$ cat src/rtl/bsa_pkg.sv
// Shared definitions for the bit-serial add/subtract unit: FSM states,
// mode encodings and the default operand width.
package bsa_pkg;

    typedef enum logic [1:0] {
        ST_IDLE  = 2'd0,
        ST_SHIFT = 2'd1,
        ST_DONE  = 2'd2
    } bsa_state_e;

    localparam logic MODE_ADD = 1'b0;
    localparam logic MODE_SUB = 1'b1;

    localparam int BSA_WIDTH_DEF = 8;

endpackage

$ cat src/rtl/fa_cell.sv
// Purely combinational 1-bit full adder; the only arithmetic cell in the
// bit-serial adder datapath.
module fa_cell (
    input  logic x,
    input  logic y,
    input  logic cin,
    output logic s,
    output logic cout
);

    assign s    = x ^ y ^ cin;
    assign cout = (x & y) | (x & cin) | (y & cin);

endmodule

$ cat src/rtl/bit_serial_adder.sv
// LSB-first add/subtract of two WIDTH-bit operands through one fa_cell.
// Define BSA_OVERFLOW_EN to add the signed-overflow output ovf.
module bit_serial_adder
    import bsa_pkg::*;
#(
    parameter int WIDTH = BSA_WIDTH_DEF
) (
    input  logic             clk,
    input  logic             rst_n,
    input  logic             start,
    input  logic             mode,
    input  logic [WIDTH-1:0] a,
    input  logic [WIDTH-1:0] b,
    output logic             busy,
    output logic             done,
    output logic [WIDTH-1:0] sum,
    output logic             cout
`ifdef BSA_OVERFLOW_EN
    ,
    output logic             ovf
`endif
);

    localparam int CW = $clog2(WIDTH + 1);

    localparam logic [1:0] IDLE  = ST_IDLE;
    localparam logic [1:0] SHIFT = ST_SHIFT;
    localparam logic [1:0] DONE  = ST_DONE;

    logic [1:0]       state;
    logic [WIDTH-1:0] a_sh;
    logic [WIDTH-1:0] b_sh;
    logic             carry;
    logic [CW-1:0]    cnt;
    logic             cell_s;
    logic             cell_c;
    logic             last_bit;

    fa_cell u_fa (
        .x    (a_sh[0]),
        .y    (b_sh[0]),
        .cin  (carry),
        .s    (cell_s),
        .cout (cell_c)
    );

    assign last_bit = (cnt == CW'(WIDTH - 1));
    assign busy     = (state == SHIFT);
    assign done     = (state == DONE);

    always_ff @(posedge clk) begin
        if (!rst_n) begin
            state <= IDLE;
            a_sh  <= '0;
            b_sh  <= '0;
            carry <= 1'b0;
            cnt   <= '0;
            sum   <= '0;
            cout  <= 1'b0;
`ifdef BSA_OVERFLOW_EN
            ovf   <= 1'b0;
`endif
        end else begin
            case (state)
                IDLE, DONE: begin
                    if (start) begin
                        // Subtraction is A + ~B + 1: the +1 rides in on the carry.
                        a_sh  <= a;
                        b_sh  <= (mode == MODE_SUB) ? ~b : b;
                        carry <= mode;
                        cnt   <= '0;
                        sum   <= '0;
                        state <= SHIFT;
                    end else begin
                        state <= IDLE;
                    end
                end
                SHIFT: begin
                    a_sh  <= a_sh >> 1;
                    b_sh  <= b_sh >> 1;
                    carry <= cell_c;
                    sum   <= {cell_s, sum[WIDTH-1:1]};
                    cnt   <= cnt + 1'b1;
                    if (last_bit) begin
                        state <= DONE;
                        cout  <= cell_c;
`ifdef BSA_OVERFLOW_EN
                        // carry still holds the carry into the MSB this cycle.
                        ovf   <= carry ^ cell_c;
`endif
                    end
                end
                default: state <= IDLE;
            endcase
        end
    end

endmodule

$ cat config.mk
export PLATFORM = sky130hd
export DESIGN_NAME = bit_serial_adder
export DESIGN_NICKNAME = d
export VERILOG_FILES = /design/src/rtl/bsa_pkg.sv /design/src/rtl/fa_cell.sv /design/src/rtl/bit_serial_adder.sv
export SDC_FILE = /design/constraint.sdc
export NUM_CORES = 1
export LEC_CHECK = 0
export BUFFER_PORTS_ARGS = -buffer_cell sky130_fd_sc_hd__buf_2
export CAP_MARGIN = 20
export CORE_AREA = 3 3 60 62
export CTS_CLUSTER_SIZE = 28
export DETAILED_ROUTE_END_ITERATION = 8
export DIE_AREA = 0 0 63 65
export PLACE_DENSITY = 0.67
export SKIP_CTS_REPAIR_TIMING = 1
export SLEW_MARGIN = 20
export SYNTH_ARGS = -nofsm -noshare
export SYNTH_HDL_FRONTEND = slang
export SYNTH_SLANG_ARGS = --single-unit
$ cat constraint.sdc
create_clock -name clk -period 1.4 [get_ports clk]
set_input_delay 0.35 -clock clk [delete_from_list [all_inputs] [get_ports clk]]
set_output_delay 0.35 -clock clk [all_outputs]
set_load 0.005 [all_outputs]
Word-level counts from Yosys, hierarchy flattened
Index checks and enable logic that the tools add are counted.
W data, S select, Z words.

storage, ports and cells
  bits in registers = 32
  bits in latches = 0
  RAM bits = 0
  bits in read-only memories = 0
  bits of input ports = 20
  output and inout bits = 11
  logic and storage cells = 40
  memories = 0

cells by class
  $add $sub $neg = 1
  multipliers = 0
  div/mod/pow operators = 0
  magnitude comparators = 0
  equality and inequality tests = 5
  shifts and indexed selects = 0
  mux-type cells = 14
  bitwise gates (word level) = 8
  reductions and logical operators = 5

operator list
  kind                   number
  $pmux W8 S2            3
  $mux W8                4
  $not A8 Y8             1
  $pmux W4 S2            1
  $add A4 B1 Y4 const B  1
  $eq A4 B3 Y1 const B   1
  $mux W4                1
  $pmux W2 S2            1
  $reduce_and A2 Y1      2
  $and A1 B1 Y1          3
  $eq A2 B1 Y1 const B   1
  $eq A2 B2 Y1 const B   1
  $logic_not A2 Y1       1
  $mux W1                2
  $mux W2                1
  $ne A2 B1 Y1 const B   1
  $ne A2 B2 Y1 const B   1
  $or A1 B1 Y1           2
  $pmux W1 S2            1
  $reduce_bool A2 Y1     1
  $reduce_or A2 Y1       1
  $xor A1 B1 Y1          2

Depth between registers and ports, before layout
  word-level depth = 4
  mapped depth = 6

Hierarchy
From an unflattened synthesis, not the netlist that was laid out.

second synthesis, totals
  cell total of the unflattened synthesis = 159
  area total of the unflattened synthesis = 1393.8 um2

modules (own cells, without submodules)
  module            times used  cells each  area each (um2)  seq. area each (um2)
  bit_serial_adder  1           158         1373.8           640.6
  fa_cell           1           1           20.0             0.0

Worst setup path before layout
Ideal clock, no wire load.

  path type = reg2reg
  from = register carry
  to = register cout
  arrival = 1238 ps
  data required time = 1329 ps
  slack = 91 ps
  cell stages (with the launch flop) = 5
  buffers on the path = 0
  cells stage by stage = dfxtp_1 -> inv_1 -> fa_1 -> or3_1 -> a21oi_1

on the way
  word-level cells in the longest chain between the ends = 3
  elaborated cells on any way between the ends = 4
  classes of those cells = 4 x bitwise

ends and longest elaborated chain
  what                      RTL line                RTL
  start: declaration        bit_serial_adder.sv:33  logic carry;
  start signal: assignment  bit_serial_adder.sv:70  carry <= mode;
  start signal: assignment  bit_serial_adder.sv:81  carry <= cell_c;
  $and A1 B1 Y1             fa_cell.sv:12           assign cout = (x & y) | (x & cin) | (y & cin);
  $or A1 B1 Y1              fa_cell.sv:12
  $or A1 B1 Y1 (*)          fa_cell.sv:12
  end signal: assignment    bit_serial_adder.sv:86  cout <= cell_c;
  end: declaration          bit_serial_adder.sv:17  output logic cout

Mark *: on every way between the ends. The rest lies on a longest branch, timed or not.
A chain may end at the register's enable or synchronous reset.

Worst setup path in the final report
Ends and elaborated chain as after synthesis.

==> flow_summary.json <==
{
  "synth_flop_cell": "dfxtp_1",
  "coreArea_um2": 3080,
  "cts_made_buffers": 5,
  "ys_warn_count": 0,
  "p_seq_share_pct": 53.9,
  "rows": 20,
  "gp_congestion": 0.690,
  "final_cell_mix": "dfxtp_1, buf_2, a21oi_1",
  "startpoint_type": "flip-flop",
  "p_leak_uw": 0.000701,
  "maxSlewViolCount": 0,
  "power_density_nw_per_um2": 1050,
  "end_kind": "flip-flop",
  "clock_sinks": 32,
  "grt_usage_pct": 16.5,
  "port-buffer-count": 30,
  "cpPeakStageDelay_ps": 390,
  "intPower_uw": 1330,
  "synthXorXnorAreaFrac_pct": 4.98,
  "final.period_utilization_pct": 96.2,
  "synth_top_area_cell": "dfxtp_1",
  "finalWirelength_mm": 3.25,
  "drv_cap": 0,
  "crit_slowest_cell": "fa_2",
  "relSlewSlack_pct": 83.7,
  "synth-edff-count": 0,
  "async_flop_share_pct": 0,
  "die_x_um": 63,
  "synth_seq_cells": 32,
  "pwr-share-clk_pct": 30.0,
  "synthesis.area_um2": 1410,
  "switching_share_pct": 26.9,
  "synthTopCellsByArea": "dfxtp_1, a21oi_1, nand3_1, a22oi_1, xor2_1",
  "status": "complete, no violations",
  "die_area_um2": 4100,
  "muxShareOfSynthArea_pct": 1.78,
  "dr.pass1.iters": 4,
  "finalHoldViolations": 0,
  "yosys.area_share.simple_pct": 17.8,
  "final_layout_size_suffix_gt1_share_pct": 29.3,
  "setup_violations": 0,
  "path_buf_inv": 1,
  "grt_overflow_total": 0,
  "grt_pass1_vias": 1198,
  "crit_arrival_ps": 1620,
  "antenna_found_initial": 0,
  "clk_latency_ps": 330,
  "final_common_cell": "dfxtp_1",
  "hold_slack_ps": 256,
  "synth.distinct_cells": 26,
  "synth_top_family_by_area": "compound AO/OA/AOI/OAI gates",
  "syn_area_per_cell_um2": 8.74,
  "area_delta_synth_final_pct": 22.9,
  "hold_path_class": "input port to flip-flop",
  "critPathMaxFanout": 2,
  "chipHeight_um": 65,
  "worstSetupPathType": "flip-flop to flip-flop",
  "p_sw_uw": 490,
  "synth_cells": 161,
  "vias_per_cell": 5.28,
  "io_pins": 31,
  "diodes": 0,
  "num_vias": 1278,
  "cts.reportedPaths.clkPinSlew_ps": 90,
  "period_needed_ps": 1350,
  "synth_compound_area_share_pct": 20.0,
  "synth_top_area_share_pct": 45.6,
  "synth_adder_area_share_pct": 2.31,
  "drc_errors": 0,
  "rsz0062_at_grt": "yes",
  "max-clock-path-buffers": 2,
  "crit_chain": "inv_1, fa_2, or3_4, a21oi_2",
  "power_frac_comb_pct": 16.0,
  "final_util_pct": 56.1,
  "irDropWorstVdd_v": 0.000523,
  "yosysSeqAreaShare_pct": 45.6,
  "post-dp-hpwl_mm": 2.17,
  "root_buffer": "clkbuf_4",
  "h-tree-depth": 2,
  "start_util_pct": 45.7,
  "syn_nets": 183,
  "cts_tree": "built",
  "first_iter_violations": 91,
  "detail-route-antenna-nets": 0,
  "fin_nets": 219,
  "fmax_ghz": 0.743,
  "grt_first_pass_wirelength_mm": 5.21,
  "grt_start_max_net_pins": 32,
  "path_delay_family": "adder cells",
  "crit_required_ps": 1680,
  "fin_setup_tns_ps": 0,
  "wire_per_inst_um": 13.4,
  "clock_skew_ps": 5.12,
  "worst_slew_pin_slew_ps": 244
}
layer usage:
metal  wire [um]  global-route usage (%)  up-vias
met5           0                       0        -
met4          72                    7.99        0
met3         183                    6.41        9
met2        1670                    28.2       34
met1        1330                    17.7      599
li1            -                       -      636
registers in the layout (all words and copies together), names as in the netlist:
signal / count
cout: 1
cnt: 4
b_sh: 8
a_sh: 8
carry: 1
state: 2
sum: 8
power groups by stage:
stage	registers, uW	clock network [uW]	logic (uW)
detailed placement	1000	0	272
finish	981	547	292
global placement	997	0	260
global route	988	599	327
floorplan	994	0	191
CTS	980	556	273
area by class of cell:
class | instances | area (um^2)
clock buffers | 8 | 58.8
well taps | 44 | 55.1
fillers | 309 | 1350
repair buffers | 43 | 260
inverters | 5 | 26.3
repair inverters | 1 | 5.00
flip-flops and latches | 32 | 644
multi-input cells | 109 | 678
logic make-up (layout without fill, tap and decap cells):
group	Yosys count	count (layout)
compound gates	47	47
mux	2	2
xor+xnor	8	8
simple gates	50	50
buf+inv	20	57
flops	32	32
fa+ha+maj	2	2
synth_stat cells, drive strengths merged, types with 2 or more instances:
cell    instances
dfxtp          32
a21oi          30
nand3          28
a22oi          14
buf            12
nand2          10
xor2            8
inv             5
nand2b          5
clkbuf          3
nor2b           2
path summary, 6_finish.rpt:
path	cells past startpoint	to	from	slack, ps
max	4	cout$_SDFFE_PN0P_	carry$_SDFFE_PN0P_	50
min	3	a_sh[7]$_SDFFE_PN0P_	a[7]	260
max reg2reg	4	cout$_SDFFE_PN0P_	carry$_SDFFE_PN0P_	50
min reg2reg	2	b_sh[5]$_SDFFE_PN0P_	b_sh[5]$_SDFFE_PN0P_	470
worst register-to-register path, cell delays in order (launching register included):
cell and delay, ps:
dfxtp_1 340, inv_1 60, fa_2 390, or3_4 390, a21oi_2 110
through the flow:
stage                     worst slack [ps]  instances  power (uW)  area [um^2]
after floorplan                       91.1        161        1190         1410
after global placement                74.8        229        1260         1610
after detailed placement              34.9        229        1270         1610
after CTS                             -226        237        1810         1670
after global routing                 -3.83        242        1910         1730
final                                 53.4        242        1820         1730
No activity file was read; power rests on OpenSTA's default activity.
